===== src/rtl/decode_stage_pkg.sv =====
// Shared constants for the BRISC-V decode stage: opcodes, immediate format
// selectors and the legal DATA_WIDTH set.
package decode_stage_pkg;

  localparam logic [6:0] OPC_LOAD   = 7'b0000011;
  localparam logic [6:0] OPC_STORE  = 7'b0100011;
  localparam logic [6:0] OPC_BRANCH = 7'b1100011;
  localparam logic [6:0] OPC_OP     = 7'b0110011;
  localparam logic [6:0] OPC_OP_32  = 7'b0111011;
  localparam logic [6:0] OPC_LUI    = 7'b0110111;
  localparam logic [6:0] OPC_AUIPC  = 7'b0010111;
  localparam logic [6:0] OPC_JAL    = 7'b1101111;
  localparam logic [6:0] OPC_JALR   = 7'b1100111;

  // Immediate format selector; unlisted codes decode as I-type.
  typedef enum logic [2:0] {
    EXT_I  = 3'b000,
    EXT_S  = 3'b001,
    EXT_U  = 3'b010,
    EXT_SB = 3'b011,
    EXT_UJ = 3'b100
  } extend_sel_e;

  // Register and immediate width must be RV32 or RV64.
  function automatic bit data_width_ok(input int width);
    return (width == 32) || (width == 64);
  endfunction

endpackage


===== src/rtl/decode_stage_if.sv =====
// Fetch, write-back and execute-side signals of the decode stage.
// slave: the decode stage itself; master: the surrounding pipeline.
interface decode_stage_if #(
  parameter int ADDRESS_BITS = 20,
  parameter int DATA_WIDTH   = 32,
  parameter int REG_SEL_BITS = 5
);

  // fetch side
  logic [ADDRESS_BITS-1:0] PC;
  logic [31:0]             instruction;
  logic                    in_valid;
  logic                    in_ready;
  logic [2:0]              extend_sel;

  // write-back and pipeline control
  logic                    write;
  logic [REG_SEL_BITS-1:0] write_reg;
  logic [DATA_WIDTH-1:0]   write_data;
  logic                    flush;

  // execute side
  logic                    out_valid;
  logic                    out_ready;
  logic [ADDRESS_BITS-1:0] out_PC;
  logic [DATA_WIDTH-1:0]   rs1_data;
  logic [DATA_WIDTH-1:0]   rs2_data;
  logic [4:0]              rd;
  logic [6:0]              opcode;
  logic [2:0]              funct3;
  logic [6:0]              funct7;
  logic [DATA_WIDTH-1:0]   extend_imm;
  logic [ADDRESS_BITS-1:0] branch_target;
  logic [ADDRESS_BITS-1:0] JAL_target;
  logic                    hazard_stall;

  modport slave (
    input  PC, instruction, in_valid, extend_sel,
    input  write, write_reg, write_data, flush, out_ready,
    output in_ready, out_valid, out_PC, rs1_data, rs2_data, rd, opcode,
    output funct3, funct7, extend_imm, branch_target, JAL_target, hazard_stall
  );

  modport master (
    output PC, instruction, in_valid, extend_sel,
    output write, write_reg, write_data, flush, out_ready,
    input  in_ready, out_valid, out_PC, rs1_data, rs2_data, rd, opcode,
    input  funct3, funct7, extend_imm, branch_target, JAL_target, hazard_stall
  );

endinterface


===== src/rtl/decode_stage_regfile_scoreboard.sv =====
// Register file with write-back bypass on both read ports, plus the busy-bit
// scoreboard of in-flight load destinations. x0 reads 0, is never written,
// never bypassed and never busy.
module decode_stage_regfile_scoreboard #(
  parameter int DATA_WIDTH   = 32,
  parameter int REG_SEL_BITS = 5
) (
  input  logic                    clock,
  input  logic                    reset,
  // read ports
  input  logic [REG_SEL_BITS-1:0] rs1_sel,
  input  logic [REG_SEL_BITS-1:0] rs2_sel,
  output logic [DATA_WIDTH-1:0]   rs1_data,
  output logic [DATA_WIDTH-1:0]   rs2_data,
  // write port (also clears the busy bit of write_reg)
  input  logic                    write,
  input  logic [REG_SEL_BITS-1:0] write_reg,
  input  logic [DATA_WIDTH-1:0]   write_data,
  // scoreboard set port
  input  logic                    set_en,
  input  logic [REG_SEL_BITS-1:0] set_reg,
  // busy lookups
  input  logic [REG_SEL_BITS-1:0] rd_sel,
  output logic                    rs1_busy,
  output logic                    rs2_busy,
  output logic                    rd_busy
);

  localparam int NUM_REGS = 2 ** REG_SEL_BITS;

  logic [DATA_WIDTH-1:0] regs [NUM_REGS];
  logic [NUM_REGS-1:0]   busy;

  // Bypassed read: x0 is hard zero, a same-cycle write-back wins over the array.
  function automatic logic [DATA_WIDTH-1:0] read_reg(input logic [REG_SEL_BITS-1:0] sel);
    if (sel == '0)                     return '0;
    if (write && (write_reg == sel))   return write_data;
    return regs[sel];
  endfunction

  // A busy bit being cleared by this cycle's write-back is already resolved.
  function automatic logic busy_now(input logic [REG_SEL_BITS-1:0] sel);
    return busy[sel] && !(write && (write_reg == sel));
  endfunction

  // Register array write port.
  always_ff @(posedge clock or negedge reset) begin
    if (!reset) begin
      // NOTE: the array is reset explicitly because every register must read 0
      // after reset; this costs a reset net on each flop instead of a RAM macro.
      for (int i = 0; i < NUM_REGS; i++) regs[i] <= '0;
    end else if (write && (write_reg != '0)) begin
      // NOTE: sequential state uses non-blocking assignments so every flop
      // samples pre-edge values regardless of block ordering.
      regs[write_reg] <= write_data;
    end
  end

  // Scoreboard: clear on write-back, set on load hand-off.
  always_ff @(posedge clock or negedge reset) begin
    if (!reset) begin
      busy <= '0;
    end else begin
      if (write) busy[write_reg] <= 1'b0;
      // NOTE: the set is written after the clear so that, for the same
      // register in the same cycle, the last non-blocking assignment (set) wins.
      if (set_en && (set_reg != '0)) busy[set_reg] <= 1'b1;
    end
  end

  // Combinational read ports.
  always_comb begin
    rs1_data = read_reg(rs1_sel);
    rs2_data = read_reg(rs2_sel);
  end

  // Busy lookups for the two sources and the destination.
  always_comb begin
    rs1_busy = busy_now(rs1_sel);
    rs2_busy = busy_now(rs2_sel);
    rd_busy  = busy_now(rd_sel);
  end

endmodule


===== src/rtl/decode_stage.sv =====
// BRISC-V registered decode stage: decodes one instruction per cycle, reads
// the bypassed register file, forms immediates and branch/JAL targets, and
// holds fetch with a valid/ready handshake on load-use and scoreboard hazards.
module decode_stage
  import decode_stage_pkg::*;
#(
  parameter int CORE         = 0,
  parameter int ADDRESS_BITS = 20,
  parameter int DATA_WIDTH   = 32,
  parameter int REG_SEL_BITS = 5
) (
  input  logic           clock,
  input  logic           reset,
  decode_stage_if.slave  bus
);

  if (!data_width_ok(DATA_WIDTH)) begin : g_bad_data_width
    $error("decode_stage: DATA_WIDTH must be 32 or 64");
  end
  if (CORE < 0) begin : g_bad_core
    $error("decode_stage: CORE must be non-negative");
  end

  // instruction fields of the incoming word
  logic [6:0] in_opcode;
  logic [4:0] in_rd;
  logic [4:0] in_rs1;
  logic [4:0] in_rs2;

  assign in_opcode = bus.instruction[6:0];
  assign in_rd     = bus.instruction[11:7];
  assign in_rs1    = bus.instruction[19:15];
  assign in_rs2    = bus.instruction[24:20];

  // output register
  logic                    out_valid_q;
  logic [ADDRESS_BITS-1:0] out_pc_q;
  logic [DATA_WIDTH-1:0]   rs1_q;
  logic [DATA_WIDTH-1:0]   rs2_q;
  logic [4:0]              rd_q;
  logic [6:0]              opcode_q;
  logic [2:0]              funct3_q;
  logic [6:0]              funct7_q;
  logic [DATA_WIDTH-1:0]   imm_q;
  logic [ADDRESS_BITS-1:0] branch_q;
  logic [ADDRESS_BITS-1:0] jal_q;

  // register file / scoreboard interface
  logic [DATA_WIDTH-1:0] rs1_rd_data;
  logic [DATA_WIDTH-1:0] rs2_rd_data;
  logic                  rs1_busy;
  logic                  rs2_busy;
  logic                  rd_busy;
  logic                  set_en;

  // A load leaving for execute marks its destination busy.
  assign set_en = out_valid_q && bus.out_ready && (opcode_q == OPC_LOAD) && (rd_q != 5'd0);

  decode_stage_regfile_scoreboard #(
    .DATA_WIDTH   (DATA_WIDTH),
    .REG_SEL_BITS (REG_SEL_BITS)
  ) u_regfile_scoreboard (
    .clock      (clock),
    .reset      (reset),
    .rs1_sel    (REG_SEL_BITS'(in_rs1)),
    .rs2_sel    (REG_SEL_BITS'(in_rs2)),
    .rs1_data   (rs1_rd_data),
    .rs2_data   (rs2_rd_data),
    .write      (bus.write),
    .write_reg  (bus.write_reg),
    .write_data (bus.write_data),
    .set_en     (set_en),
    .set_reg    (REG_SEL_BITS'(rd_q)),
    .rd_sel     (REG_SEL_BITS'(in_rd)),
    .rs1_busy   (rs1_busy),
    .rs2_busy   (rs2_busy),
    .rd_busy    (rd_busy)
  );

  // source operand usage and hazard detection
  logic uses_rs1;
  logic uses_rs2;
  logic hazard;
  logic in_ready;
  logic accept;

  // Which source registers the incoming opcode actually reads.
  always_comb begin
    uses_rs1 = !((in_opcode == OPC_LUI) || (in_opcode == OPC_AUIPC) || (in_opcode == OPC_JAL));
    uses_rs2 = (in_opcode == OPC_STORE) || (in_opcode == OPC_BRANCH) || (in_opcode == OPC_OP) ||
               ((DATA_WIDTH == 64) && (in_opcode == OPC_OP_32));
  end

  // Stall on busy sources, load-use against the output register, or a load WAW.
  always_comb begin
    hazard = 1'b0;
    if ((uses_rs1 && rs1_busy) || (uses_rs2 && rs2_busy))
      hazard = 1'b1;
    if (out_valid_q && (opcode_q == OPC_LOAD) &&
        ((uses_rs1 && (rd_q == in_rs1)) || (uses_rs2 && (rd_q == in_rs2))))
      hazard = 1'b1;
    if ((in_opcode == OPC_LOAD) && rd_busy)
      hazard = 1'b1;
  end

  assign in_ready = !hazard && !bus.flush && (!out_valid_q || bus.out_ready);
  assign accept   = bus.in_valid && in_ready;

  // immediate formation
  logic [12:0]           sb_raw;
  logic [20:0]           uj_raw;
  logic [DATA_WIDTH-1:0] imm_sel;

  assign sb_raw = {bus.instruction[31], bus.instruction[7], bus.instruction[30:25],
                   bus.instruction[11:8], 1'b0};
  assign uj_raw = {bus.instruction[31], bus.instruction[19:12], bus.instruction[20],
                   bus.instruction[30:21], 1'b0};

  // Select the sign-extended immediate for the requested format.
  always_comb begin
    // NOTE: the default assignment ahead of the case keeps this block free of
    // inferred latches for any extend_sel value.
    imm_sel = DATA_WIDTH'($signed(bus.instruction[31:20]));
    case (bus.extend_sel)
      EXT_S:   imm_sel = DATA_WIDTH'($signed({bus.instruction[31:25], bus.instruction[11:7]}));
      EXT_U:   imm_sel = DATA_WIDTH'($signed({bus.instruction[31:12], 12'b0}));
      EXT_SB:  imm_sel = DATA_WIDTH'($signed(sb_raw));
      EXT_UJ:  imm_sel = DATA_WIDTH'($signed(uj_raw));
      default: imm_sel = DATA_WIDTH'($signed(bus.instruction[31:20]));
    endcase
  end

  // Output register: load on accept, drop on hand-off or flush, else hold.
  always_ff @(posedge clock or negedge reset) begin
    if (!reset) begin
      out_valid_q <= 1'b0;
      out_pc_q    <= '0;
      rs1_q       <= '0;
      rs2_q       <= '0;
      rd_q        <= '0;
      opcode_q    <= '0;
      funct3_q    <= '0;
      funct7_q    <= '0;
      imm_q       <= '0;
      branch_q    <= '0;
      jal_q       <= '0;
    end else if (accept) begin
      out_valid_q <= 1'b1;
      out_pc_q    <= bus.PC;
      rs1_q       <= rs1_rd_data;
      rs2_q       <= rs2_rd_data;
      rd_q        <= in_rd;
      opcode_q    <= in_opcode;
      funct3_q    <= bus.instruction[14:12];
      funct7_q    <= bus.instruction[31:25];
      imm_q       <= imm_sel;
      branch_q    <= bus.PC + ADDRESS_BITS'($signed(sb_raw));
      jal_q       <= bus.PC + ADDRESS_BITS'($signed(uj_raw));
    end else if (bus.out_ready || bus.flush) begin
      out_valid_q <= 1'b0;
    end
  end

  assign bus.in_ready      = in_ready;
  assign bus.hazard_stall  = hazard;
  assign bus.out_valid     = out_valid_q;
  assign bus.out_PC        = out_pc_q;
  assign bus.rs1_data      = rs1_q;
  assign bus.rs2_data      = rs2_q;
  assign bus.rd            = rd_q;
  assign bus.opcode        = opcode_q;
  assign bus.funct3        = funct3_q;
  assign bus.funct7        = funct7_q;
  assign bus.extend_imm    = imm_q;
  assign bus.branch_target = branch_q;
  assign bus.JAL_target    = jal_q;

endmodule


===== src/flat_wrapper.sv =====
// flat-port wrapper written by rule: the top's interface ports become plain ports
module decode_stage_flat import decode_stage_pkg::*;
#(
  parameter int CORE         = 0,
  parameter int ADDRESS_BITS = 20,
  parameter int DATA_WIDTH   = 32,
  parameter int REG_SEL_BITS = 5
)
  (clock, reset, bus_PC, bus_instruction, bus_in_valid, bus_extend_sel, bus_write, bus_write_reg, bus_write_data, bus_flush, bus_out_ready, bus_in_ready, bus_out_valid, bus_out_PC, bus_rs1_data, bus_rs2_data, bus_rd, bus_opcode, bus_funct3, bus_funct7, bus_extend_imm, bus_branch_target, bus_JAL_target, bus_hazard_stall);
  decode_stage_if #(.ADDRESS_BITS(ADDRESS_BITS), .DATA_WIDTH(DATA_WIDTH), .REG_SEL_BITS(REG_SEL_BITS)) bus_i ();
  input  logic clock;
  input  logic reset;
  input wire logic [$bits(bus_i.PC)-1:0] bus_PC;
  input wire logic [$bits(bus_i.instruction)-1:0] bus_instruction;
  input wire logic [$bits(bus_i.in_valid)-1:0] bus_in_valid;
  input wire logic [$bits(bus_i.extend_sel)-1:0] bus_extend_sel;
  input wire logic [$bits(bus_i.write)-1:0] bus_write;
  input wire logic [$bits(bus_i.write_reg)-1:0] bus_write_reg;
  input wire logic [$bits(bus_i.write_data)-1:0] bus_write_data;
  input wire logic [$bits(bus_i.flush)-1:0] bus_flush;
  input wire logic [$bits(bus_i.out_ready)-1:0] bus_out_ready;
  output wire logic [$bits(bus_i.in_ready)-1:0] bus_in_ready;
  output wire logic [$bits(bus_i.out_valid)-1:0] bus_out_valid;
  output wire logic [$bits(bus_i.out_PC)-1:0] bus_out_PC;
  output wire logic [$bits(bus_i.rs1_data)-1:0] bus_rs1_data;
  output wire logic [$bits(bus_i.rs2_data)-1:0] bus_rs2_data;
  output wire logic [$bits(bus_i.rd)-1:0] bus_rd;
  output wire logic [$bits(bus_i.opcode)-1:0] bus_opcode;
  output wire logic [$bits(bus_i.funct3)-1:0] bus_funct3;
  output wire logic [$bits(bus_i.funct7)-1:0] bus_funct7;
  output wire logic [$bits(bus_i.extend_imm)-1:0] bus_extend_imm;
  output wire logic [$bits(bus_i.branch_target)-1:0] bus_branch_target;
  output wire logic [$bits(bus_i.JAL_target)-1:0] bus_JAL_target;
  output wire logic [$bits(bus_i.hazard_stall)-1:0] bus_hazard_stall;
  assign bus_i.PC = bus_PC;
  assign bus_i.instruction = bus_instruction;
  assign bus_i.in_valid = bus_in_valid;
  assign bus_i.extend_sel = bus_extend_sel;
  assign bus_i.write = bus_write;
  assign bus_i.write_reg = bus_write_reg;
  assign bus_i.write_data = bus_write_data;
  assign bus_i.flush = bus_flush;
  assign bus_i.out_ready = bus_out_ready;
  assign bus_in_ready = bus_i.in_ready;
  assign bus_out_valid = bus_i.out_valid;
  assign bus_out_PC = bus_i.out_PC;
  assign bus_rs1_data = bus_i.rs1_data;
  assign bus_rs2_data = bus_i.rs2_data;
  assign bus_rd = bus_i.rd;
  assign bus_opcode = bus_i.opcode;
  assign bus_funct3 = bus_i.funct3;
  assign bus_funct7 = bus_i.funct7;
  assign bus_extend_imm = bus_i.extend_imm;
  assign bus_branch_target = bus_i.branch_target;
  assign bus_JAL_target = bus_i.JAL_target;
  assign bus_hazard_stall = bus_i.hazard_stall;
  decode_stage #(.CORE(CORE), .ADDRESS_BITS(ADDRESS_BITS), .DATA_WIDTH(DATA_WIDTH), .REG_SEL_BITS(REG_SEL_BITS)) u_core (.clock(clock), .reset(reset), .bus(bus_i));
endmodule

===== config.mk =====
export PLATFORM = sky130hd
export DESIGN_NAME = decode_stage_flat
export DESIGN_NICKNAME = d
export VERILOG_FILES = /design/src/rtl/decode_stage_pkg.sv /design/src/rtl/decode_stage_if.sv /design/src/rtl/decode_stage_regfile_scoreboard.sv /design/src/rtl/decode_stage.sv /design/src/flat_wrapper.sv
export SDC_FILE = /design/constraint.sdc
export NUM_CORES = 2
export LEC_CHECK = 0
export BUFFER_PORTS_ARGS = -buffer_cell sky130_fd_sc_hd__buf_2
export CORE_UTILIZATION = 30
export CTS_CLUSTER_SIZE = 14
export DETAILED_ROUTE_END_ITERATION = 10
export SYNTH_ARGS = -nofsm -noshare
export SYNTH_HDL_FRONTEND = slang
export SYNTH_SLANG_ARGS = --single-unit

===== constraint.sdc =====
create_clock -name clock -period 3.2 [get_ports clock]
set_input_delay 0.32 -clock clock [delete_from_list [all_inputs] [get_ports clock]]
set_output_delay 0.32 -clock clock [all_outputs]
set_load 0.02 [all_outputs]

==> impl_metrics.ini <==
[run_status]
status = finished clean

[grt]
globalRouteOverflowTotal = 0
antenna_found_initial = 22
grt_pass1_wl_mm = 309
grt_pass1_vias = 43200
grt_usage_pct = 19.2
grt_max_degree = 100

[setup_path]
path_cells = buf_6, mux4_2, a22oi_2, and3_1, o22ai_2, nor4_4, buf_4, buf_6
cp.arrival_ns = 2.81
worstReg2RegStart = u_core.bus.opcode[2]
crit_path_end_kind = primary output
critPathKind = register to primary output
cp_max_fo = 3
cp_slowest_cell = mux4_2
crit_family = simple AND/OR/NAND/NOR gates
cp_common_cell = buf_6
worst-r2r-setup-slack_ns = 0.39
max_stage_delay_ns = 0.45
crit_buf_inv = 3
startpoint_type = register
startpoint = u_core.u_regfile_scoreboard.busy[0]
required_ns = 2.88

[min_path]
min-delay-start = bus_instruction[22]
hold_class = primary input to register

[logic_synthesis]
synthTopCellsByArea = dfrtp_1 48%, mux4_2 23%, mux2_2 17%
syn_avg_cell_area_um2 = 14.7
ys.flop_type = dfrtp_1
synth.distinct_cells = 65
yosys.area.top_type = dfrtp_1
synth_edf_count = 0
synth_nets = 4532
ys_warn_count = 0
synth_top_area_share_pct = 47.6
ys_seq_area_share_pct = 47.6
synth-async-reset-ratio_pct = 100
netlist_area_um2 = 64700
synth_seq_cells = 1232
synthCells = 4402

[final_layout]
finalNetCount = 4746
post_layout_nonfiller_instances = 7561
syn_to_final_growth_pct = 17.2
layout_commonest_cell = dfrtp_1
fill_cells = 20400
drive_above_1_share_pct = 51.1
final_util_pct = 35.4
layout_common_cells = 1232 x dfrtp_1, 992 x mux2_2, 666 x mux4_2

[sta]
max_slew_margin_pct = 24.0
worstMarginPinSlew_ns = 1.14
hold_ws_ns = 0.0685
worst_clock_skew_ns = 0.0246
period_share_pct = 97.8
drv_slew = 0
setup_viol = 0
hold_viol = 0
grt_setup_unrepaired = true
max_freq_ghz = 0.319
finalCriticalPeriod_ns = 3.13

[power]
p_per_area_nw_per_um2 = 626
p_leak_nw = 32.8
power_w = 0.0475
peakVddDrop_v = 0.000577

[clock_tree]
htreeDepth = 4
cts_root_buffer = clkbuf_16
cts_inserted_buffers = 137
insertion_delay_ns = 0.78
cts_tree = done
clk_path_buf_depth = 3
clock-sinks = 1232
path_clk_slew_ns = 0.05

[detailed_routing]
antenna_left = 0
dr.pass1.iters = 5
drc = 0
wl_mm = 209
viasPerCell = 5.55
wire_per_inst_um = 27.7
vias = 42000
drtIter0Drc = 3941

[floorplan]
ioPinCount = 279
dieWidth_um = 466
initial_core_util_pct = 30.2
num_rows = 170
fp.dieArea_um2 = 218000
core_um2 = 214000
die_height_um = 466

[placed_design]
dpl.hpwl_mm = 126
dp.cells = 7267
numPortBuffers = 278
gp_congestion = 0.845

[flow_run]
maxCapViolCount = 0
cell families after synthesis:
family | count (synthesis) | synth area share, %
XOR/XNOR | 56 | 0.758
adder cells (fa/ha/maj) | 32 | 0.642
AO/OA/AOI/OAI | 347 | 3.01
flip-flops | 1232 | 47.6
multiplexers | 1728 | 41.5
buffers and inverters | 475 | 2.94
AND/OR/NAND/NOR | 532 | 3.49
path summary, 6_finish.rpt:
| check | end | cells after the start |
|---|---|---|
| max | bus_in_ready | 8 |
| min | u_core.bus.extend_imm[22] | 3 |
| max reg2reg | u_core.bus.extend_imm[28] | 9 |
| min reg2reg | u_core.u_regfile_scoreboard.regs[1002] | 0 |
| max in group asynchronous | u_core.bus.rs2_data[17] | 3 |
| min in group asynchronous | u_core.bus.extend_imm[25] | 2 |
cells in the mapped netlist, types with 3 or more instances:
cell      count
buf_2        58
inv_1        10
buf_6         3
mux4_2      666
o31ai_1       3
nor4_1        3
o21a_1        6
o21ai_1      72
nand2_1     332
o21ai_0      98
mux2i_1      70
nor3b_1       8
nand4_1       7
a211oi_1      7
o22ai_1       3
nand4b_1      4
buf_4         7
a21o_1       12
ha_1         30
dfrtp_1    1232
nand3b_1     10
nor3_1       12
mux2_2      992
nand3_1      15
or3_1         5
a31oi_1       6
o21bai_1      5
xnor2_1      34
a221oi_1      4
nand2b_1      5
nor2_1      107
xor2_1       22
nor2b_1       4
and3_1        7
o211ai_1      3
buf_1        75
clkbuf_1    321
a211o_1       5
a21oi_1     103
where the power goes:
part	switching, W	internal [W]	leakage (nW)	total, W
combinational	0.00467	0.00587	14.7	0.0105
clock	0.00670	0.00972	2.28	0.0164
sequential	0.00204	0.0185	15.8	0.0206
stage by stage:
step,area (µm²),TNS (ns),setup WS [ns]
2_1_floorplan,64700,0,0.296
3_3_place_gp,70700,0,0.0301
3_5_place_dp,70700,0,0.0347
4_1_cts,75800,0,0.0169
5_1_grt,75900,-0.0611,-0.0611
6_report,75900,0,0.0701
registers in the layout (all words and copies together), names as in the netlist, 6 cells and up:
register and count:
u_core.u_regfile_scoreboard.busy 32, u_core.bus.funct7 6, u_core.bus.rs2_data 32, u_core.u_regfile_scoreboard.regs 1024, u_core.bus.out_PC 19, u_core.bus.extend_imm 32
u_core.bus.branch_target 19, u_core.bus.rs1_data 32, u_core.bus.opcode 7, u_core.bus.JAL_target 20
layer usage:
layer	part of all wire, %	track usage [%]	vias to the layer above
met3	7.0	3.98	324
met4	2.7	5.54	18
met1	44	26.8	23000
li1	-	-	17200
met5	0.053	0	-
met2	46	30.1	1514
worst register-to-register path, stage by stage (launching register included):
cell      delay, ns
dfrtp_1        0.40
or4_1          0.53
nor2_1         0.34
a21boi_0       0.23
buf_4          0.15
nor4_4         0.04
buf_4          0.16
nand2_4        0.17
buf_6          0.43
o21ai_0        0.22
layout make-up:
class	count	area [µm²]	share of cell area, %
multi-input cells	2695	32300	42.5
flip-flops and latches	1232	30800	40.6
repair buffers	539	4520	5.96
clock buffers	199	4110	5.41
well taps	2838	3550	4.68
clock inverters	44	537	0.707
inverters	11	46.3	0.0610
diodes	3	7.51	0.00989
repair_timing:
item	CTS	global route
gates resized for setup	1	7
endpoints found under the hold margin	130	0
setup buffers	0	0
hold buffers	48	0
setup endpoints to repair	1	3
pin swaps	0	3
Note: power is estimated with default switching activity, not from simulation.
